## src/rtl/alu_seq.sv

```systemverilog
// Registered valid/ready ALU (ADD/SUB/AND/OR with Z/N/C/B flags) feeding a 2-entry in-order response FIFO.
// Optional accumulator operand selected by req_use_acc when ALU_SEQ_ACC_EN is defined.
module alu_seq #(
    parameter int WIDTH = 8,
    parameter int TAGW  = 4
) (
    input  logic             clk,
    input  logic             rst_n,
    input  logic             req_valid,
    output logic             req_ready,
    input  logic [WIDTH-1:0] req_a,
    input  logic [WIDTH-1:0] req_b,
    input  logic [1:0]       req_op,
    input  logic [TAGW-1:0]  req_tag,
`ifdef ALU_SEQ_ACC_EN
    input  logic             req_use_acc,
`endif
    output logic             rsp_valid,
    input  logic             rsp_ready,
    output logic [WIDTH-1:0] rsp_y,
    output logic             rsp_z,
    output logic             rsp_n,
    output logic             rsp_c,
    output logic             rsp_b,
    output logic [TAGW-1:0]  rsp_tag
);

    localparam int EW = WIDTH + 4 + TAGW;

    typedef enum logic [1:0] {
        OP_ADD = 2'b00,
        OP_SUB = 2'b01,
        OP_AND = 2'b10,
        OP_OR  = 2'b11
    } op_t;

    logic [EW-1:0]    mem [2];
    logic             wr_ptr;
    logic             rd_ptr;
    logic [1:0]       count;
    logic             push;
    logic             pop;

    logic [WIDTH-1:0] op_a;
    logic [WIDTH:0]   sum;
    logic [WIDTH-1:0] diff;
    logic [WIDTH-1:0] y;
    logic             c;
    logic             bo;
    logic             z;
    logic             n;

    // A transfer happens on a rising edge when valid && ready; ready never looks at the far side's valid/ready.
    assign req_ready = (count != 2'd2);
    assign rsp_valid = (count != 2'd0);
    assign push      = req_valid && req_ready;
    assign pop       = rsp_valid && rsp_ready;

`ifdef ALU_SEQ_ACC_EN
    logic [WIDTH-1:0] acc;
    assign op_a = req_use_acc ? acc : req_a;

    always_ff @(posedge clk or negedge rst_n) begin
        if (!rst_n) begin
            acc <= '0;
        end else if (push) begin
            acc <= y;
        end
    end
`else
    assign op_a = req_a;
`endif

    always_comb begin
        sum  = {1'b0, op_a} + {1'b0, req_b};
        diff = op_a - req_b;
        y    = '0;
        c    = 1'b0;
        bo   = 1'b0;
        case (op_t'(req_op))
            OP_ADD: begin
                y = sum[WIDTH-1:0];
                c = sum[WIDTH];
            end
            OP_SUB: begin
                y  = diff;
                bo = (op_a < req_b);
            end
            OP_AND: y = op_a & req_b;
            OP_OR:  y = op_a | req_b;
            default: y = '0;
        endcase
        z = (y == '0);
        n = y[WIDTH-1];
    end

    // Storage is cleared on reset so the response outputs read zero until the first push.
    always_ff @(posedge clk or negedge rst_n) begin
        if (!rst_n) begin
            mem[0] <= '0;
            mem[1] <= '0;
            wr_ptr <= 1'b0;
            rd_ptr <= 1'b0;
            count  <= 2'd0;
        end else begin
            if (push) begin
                mem[wr_ptr] <= {req_tag, z, n, c, bo, y};
                wr_ptr      <= ~wr_ptr;
            end
            if (pop) begin
                rd_ptr <= ~rd_ptr;
            end
            case ({push, pop})
                2'b10:   count <= count + 2'd1;
                2'b01:   count <= count - 2'd1;
                default: count <= count;
            endcase
        end
    end

    assign {rsp_tag, rsp_z, rsp_n, rsp_c, rsp_b, rsp_y} = mem[rd_ptr];

endmodule

```

## config.mk

```make
export PLATFORM = sky130hd
export DESIGN_NAME = alu_seq
export DESIGN_NICKNAME = d
export VERILOG_FILES = /design/src/rtl/alu_seq.sv
export SDC_FILE = /design/constraint.sdc
export NUM_CORES = 1
export LEC_CHECK = 0
export BUFFER_PORTS_ARGS = -buffer_cell sky130_fd_sc_hd__clkbuf_2
export CAP_MARGIN = 10
export CORE_MARGIN = 4
export CORE_UTILIZATION = 57
export DETAILED_ROUTE_END_ITERATION = 16
export GPL_ROUTABILITY_DRIVEN = 0
export PLACE_DENSITY = 0.77
export SYNTH_ARGS = -nofsm -noshare
export SYNTH_HDL_FRONTEND = slang
export SYNTH_SLANG_ARGS = --single-unit
```

## constraint.sdc

```tcl
create_clock -name clk -period 2.2 [get_ports clk]
set_input_delay 0.22 -clock clk [delete_from_list [all_inputs] [get_ports clk]]
set_output_delay 0.22 -clock clk [all_outputs]
set_load 0.01 [all_outputs]
```

# --- Word level (Yosys, flattened, before mapping) ---
# Index checks and enable logic that the tools add are counted.
totals:
  reg_bits: 36
  latch_bits: 0
  mem_bits_rw: 0
  mem_bits_ro: 0
  output_inout_bits: 18
  word_cells: 42
  memories: 0
op_classes:
  addsub: 4
  mul: 0
  div: 0
  order_cmp: 4
  n_eq_ne: 6
  shift: 0
  n_mux: 10
  bitwise: 6
  reduce_logical: 7
op_table:
  columns: ["op", "n"]
  rows:
  - ["two-way mux 16 bit", 4]
  - ["bitwise mux 32 bit", 1]
  - ["one-hot mux 8 bit (4 select lines)", 1]
  - ["demux 16 bit (select 1 bit)", 1]
  - ["adder 8 x 8 -> 9 bit", 1]
  - ["bitwise AND 8 bit", 1]
  - ["zero test 8 bit", 1]
  - ["< comparator 8 bit", 1]
  - ["bitwise OR 8 bit", 1]
  - ["subtractor 8 bit", 1]
  - ["== test 2 bit (second input constant)", 3]
  - ["== test 2 x 1 -> 1 bit (second input constant)", 2]
  - [">= comparator 2 bit (second input constant)", 2]
  - ["inverter 1 -> 2 bit", 2]
  - ["one-hot mux 2 bit (2 select lines)", 1]
  - ["nonzero test 2 bit", 2]
  - ["logical AND 1 bit", 3]
  - ["adder 2 x 1 -> 2 bit (second input constant)", 1]
  - ["zero test 2 bit", 1]
  - ["< comparator 2 x 1 -> 1 bit (second input constant)", 1]
  - ["two-way mux 1 bit", 2]
  - ["!= test 2 bit (second input constant)", 1]
  - ["inverter 1 bit", 2]
  - ["subtractor 2 x 1 -> 2 bit (second input constant)", 1]

# --- Logic depth before layout (Yosys ltp) ---
depth:
  ltp_word: 6
  mapped_depth: 9
  mapped_depth_nobuf: 9

# --- Least setup slack after synthesis ---
# OpenSTA, ideal clock, no wires.
synth_timing:
  path_kind: "input to register"
  startpoint: "input port req_b[2]"
  endpoint: "register mem[11] (netlist name)"
  arrival_time_ns: 2.539
  required_ns: 2.090
  path_slack_ns: -0.450
  path_stages: 9
  n_path_buf: 1
  cell_sequence: "inv_1 -> ha_1 -> buf_4 -> o211ai_4 -> o2111a_1 -> or3_1 -> or3_4 -> or4_4 -> o41ai_1"
synth_between:
  elab_chain_len: 4
synth_rtl:
  columns: ["item", "line", "source"]
  rows:
  - ["start: declaration", "12", "input logic [WIDTH-1:0] req_b,"]
  - ["subtractor 8 bit, or another cell as far along", "76", "diff = op_a - req_b;"]
  - ["one-hot mux 8 bit (4 select lines) *", "80", "case (op_t'(req_op))"]
  - ["zero test 8 bit *", "93", "z = (y == '0);"]
  - ["bitwise mux 32 bit *", "107", "mem[wr_ptr] <= {req_tag, z, n, c, bo, y};"]
  - ["end signal: indexed assignment", "107", null]
  - ["end: declaration", "37", "logic [EW-1:0] mem [2];"]
# Every way passes the cells marked *; elsewhere a longest branch is shown, timed or not.
# A chain may end at the register's enable or synchronous reset.

# --- Worst setup path after layout ---
layout_timing:
  startpoint: "input port req_a[1]"
  endpoint: "register mem[11] (netlist name)"
layout_between:
  elab_chain_len: 4
layout_rtl:
  columns: ["item", "line", "source"]
  rows:
  - ["start: declaration", "11", "input logic [WIDTH-1:0] req_a,"]
  - ["subtractor 8 bit, or another cell as far along", "76", null]
  - ["one-hot mux 8 bit (4 select lines) *", "80", null]
  - ["zero test 8 bit *", "93", null]
  - ["bitwise mux 32 bit *", "107", null]
# Marked as above.

==> flow_summary.json <==
{
  "power-per-cell-area_mw_per_mm2": 902,
  "synth-seq-cells": 34,
  "worstSetupEndpoint": "mem[11]",
  "worst_ir_drop_vdd_mv": 0.649,
  "clkTransAtPathRegs_ns": 0.07,
  "ctsHtreeMaxLevel": 2,
  "status": "complete, but fails checks",
  "required_ns": 2.38,
  "drt_iter0_markers": 138,
  "fin_hold_ws_ns": 0.0162,
  "grt_max_degree": 35,
  "maxCapViolCount": 0,
  "yosysWarnings": 0,
  "path_max_fanout": 4,
  "violations": "negative setup slack",
  "drv_slew": 0,
  "wl_per_cell_um": 14.6,
  "criticalPathCategory": "in2reg",
  "synth_area_per_cell_um2": 9.29,
  "hpwl_mm": 4.57,
  "grt.total_usage_pct": 21.3,
  "crit_start": "req_a[1]",
  "dieArea_mm2": 0.00578,
  "hold_viol": 0,
  "max_freq_ghz": 0.450,
  "io_pins": 44,
  "port_buffers": 43,
  "r2r-end": "mem[25]",
  "first_global_vias": 2305,
  "regArea_um2": 851,
  "setup-violations-final": 1,
  "core_area_mm2": 0.00441,
  "post-route-min-period_ns": 2.22,
  "grt_pass1_wl_mm": 10.2,
  "power_mw": 3.17,
  "die_w_um": 76.0,
  "cts_made_buffers": 5,
  "cp_data_arrival_time_ns": 2.40,
  "yosysUniqueCellTypes": 48,
  "antenna_found_initial": 0,
  "drive_gt1_share_pct": 44.7,
  "nNetsFinal": 421,
  "num_rows": 24,
  "cts_sinks": 34,
  "multi_input_area_mm2": 0.00176,
  "via_per_inst": 5.61,
  "antenna_cells": 0,
  "final.fill_count": 287,
  "clock_latency_ns": 0.28,
  "drt_first_pass_iters": 4,
  "grt_overflow_total": 0,
  "synthCells": 284,
  "drc_errors": 0,
  "critPathLaunchType": "primary input",
  "fin_crit_sh_pct": 101,
  "critPathCaptureType": "flop",
  "vias": 2361,
  "worst_slack_ns": -0.0234,
  "start_util_pct": 59.8,
  "slew_headroom_pct": 45.9,
  "cts_tree": "yes",
  "antenna_left": 0,
  "area_growth_pct": 33.3,
  "syn-cell-area_mm2": 0.00264,
  "reg2reg_depth": 7,
  "root_buffer": "clkbuf_8",
  "wirelength_mm": 6.14,
  "worstReg2RegStart": "count[0]",
  "skew_ns": 0.00351,
  "die_h_um": 76.0,
  "rsz0062_at_grt": "yes",
  "synthArstFlopShare_pct": 100,
  "worstMarginPinSlew_ns": 0.812,
  "power.leakage_nw": 1.73,
  "synth-edff-count": 0,
  "synth_ff_type": "dfrtp_1",
  "min-delay-path-class": "in2async",
  "syn_nets": 337,
  "r2r_slack_ns": 0.61,
  "cts_max_path_buffers": 2,
  "seq_area_frac_synth_pct": 32.2
}
cell families after synthesis:
kind of cell,share of synthesized area (%)
DFF,32.2
muxes,14.7
xor gates and xnor gates,1.99
AOI/OAI and AO/OA,15.9
buffers and inverters,6.40
and+or+nand+nor,15.4
adders and majority gates,13.4
Yosys cell counts (all sizes together), types with 2 or more instances:
| cell | n | area, µm² |
|---|---|---|
| a211oi | 3 | 22.5 |
| xnor2 | 3 | 26.3 |
| o41ai | 4 | 35.0 |
| nor4 | 3 | 18.8 |
| clkbuf | 10 | 37.5 |
| o32a | 2 | 20.0 |
| mux4 | 2 | 45.0 |
| ha | 25 | 313 |
| o21ai | 13 | 65.1 |
| o211ai | 6 | 58.8 |
| nand3 | 2 | 10.0 |
| buf | 5 | 33.8 |
| or2 | 4 | 25.0 |
| nand2b | 2 | 12.5 |
| dfrtp | 34 | 851 |
| or4 | 2 | 18.8 |
| fa | 2 | 40.0 |
| nor3 | 4 | 20.0 |
| and4 | 2 | 17.5 |
| or3 | 3 | 23.8 |
| nor2b | 4 | 25.0 |
| mux2 | 26 | 293 |
| a21oi | 11 | 55.1 |
| and3 | 2 | 12.5 |
| xor2 | 3 | 26.3 |
| o31ai | 3 | 22.5 |
| inv | 26 | 97.6 |
| mux2i | 5 | 50.1 |
| nor2 | 14 | 52.6 |
| and2 | 2 | 12.5 |
| o21a | 5 | 37.5 |
| nand2 | 40 | 150 |
cell usage in the layout (no fill, tap or decap), types with 3 or more instances in the layout:
cell,n
a21oi_1,9
buf_4,49
buf_6,3
clkbuf_2,37
clkbuf_8,6
dfrtp_1,34
ha_1,17
ha_4,6
inv_1,17
inv_2,7
mux2_2,26
mux2i_1,5
nand2_1,40
nor2_1,13
nor2b_1,3
nor4_1,3
o211ai_1,5
o21a_1,5
o21ai_0,13
o31ai_1,3
or2_2,4
xnor2_1,3
xor2_1,3
sequential cells by signal, indices dropped and copies added (netlist names):
register,flops
wr_ptr,1
rd_ptr,1
mem,30
count,2
per-layer routing:
metal / part of all wire [%] / track usage, % / vias up
met4: 1.7 / 8.19 / 0
met1: 43 / 26.5 / 1123
met2: 51 / 36.5 / 65
li1: - / - / 1163
met3: 4.2 / 3.78 / 10
met5: 0 / 0 / -
cell type report:
type                       count  share of cell area [%]
sequential                    34                    24.2
timing repair buffer          92                    18.1
tap                           52                    1.85
inverter                      26                    3.13
clock buffer                   7                    2.45
clock inverter                 1                   0.142
multi-input combinational    209                    50.1
where the power goes:
part	leakage [nW]	internal [mW]	total [mW]	switching (mW)
registers	0.420	0.918	1.07	0.150
clock network	0.0482	0.252	0.466	0.214
logic	1.26	0.828	1.64	0.812
total	1.73	2.00	3.17	1.18
critical path: stages:
cell and delay, ns:
buf_8 0.09, inv_8 0.03, ha_4 0.25, a211oi_4 0.30, nor3_2 0.07, or3_1 0.39, or3_4 0.34, or4_4 0.43
o41ai_2 0.28
what timing repair did:
action | in CTS | in global routing
pin swaps | 1 | 5
setup buffers | 0 | 2
setup endpoints to repair | 2 | 4
gates resized for setup | 5 | 43
endpoints found under the hold margin | 0 | 0
hold buffers | 0 | 0
worst min path at each step:
stage	startpoint	end	slack [ns]	cells past startpoint
after global routing	rst_n	count[0]	0.08	1
after floorplan	rst_n	count[0]	-0.08	0
after detailed placement	rst_n	count[1]	0.34	1
after CTS	rst_n	count[1]	0.04	1
final	rst_n	count[1]	0.02	1
after global placement	rst_n	count[0]	0.35	1
metrics by stage:
stage	TNS, ns	worst slack, ns	cell area, µm²	std cells	utilization, %
floorplan	-0.202	-0.101	2710	284	-
global placement	-1.05	-0.260	3270	411	74.1
detailed placement	-1.56	-0.328	3270	411	74.1
CTS	0	0.0172	3380	419	76.6
global route	-0.274	-0.166	3520	421	79.7
finish	-0.0234	-0.0234	3520	421	79.7
No activity file was read; power rests on OpenSTA's default activity.
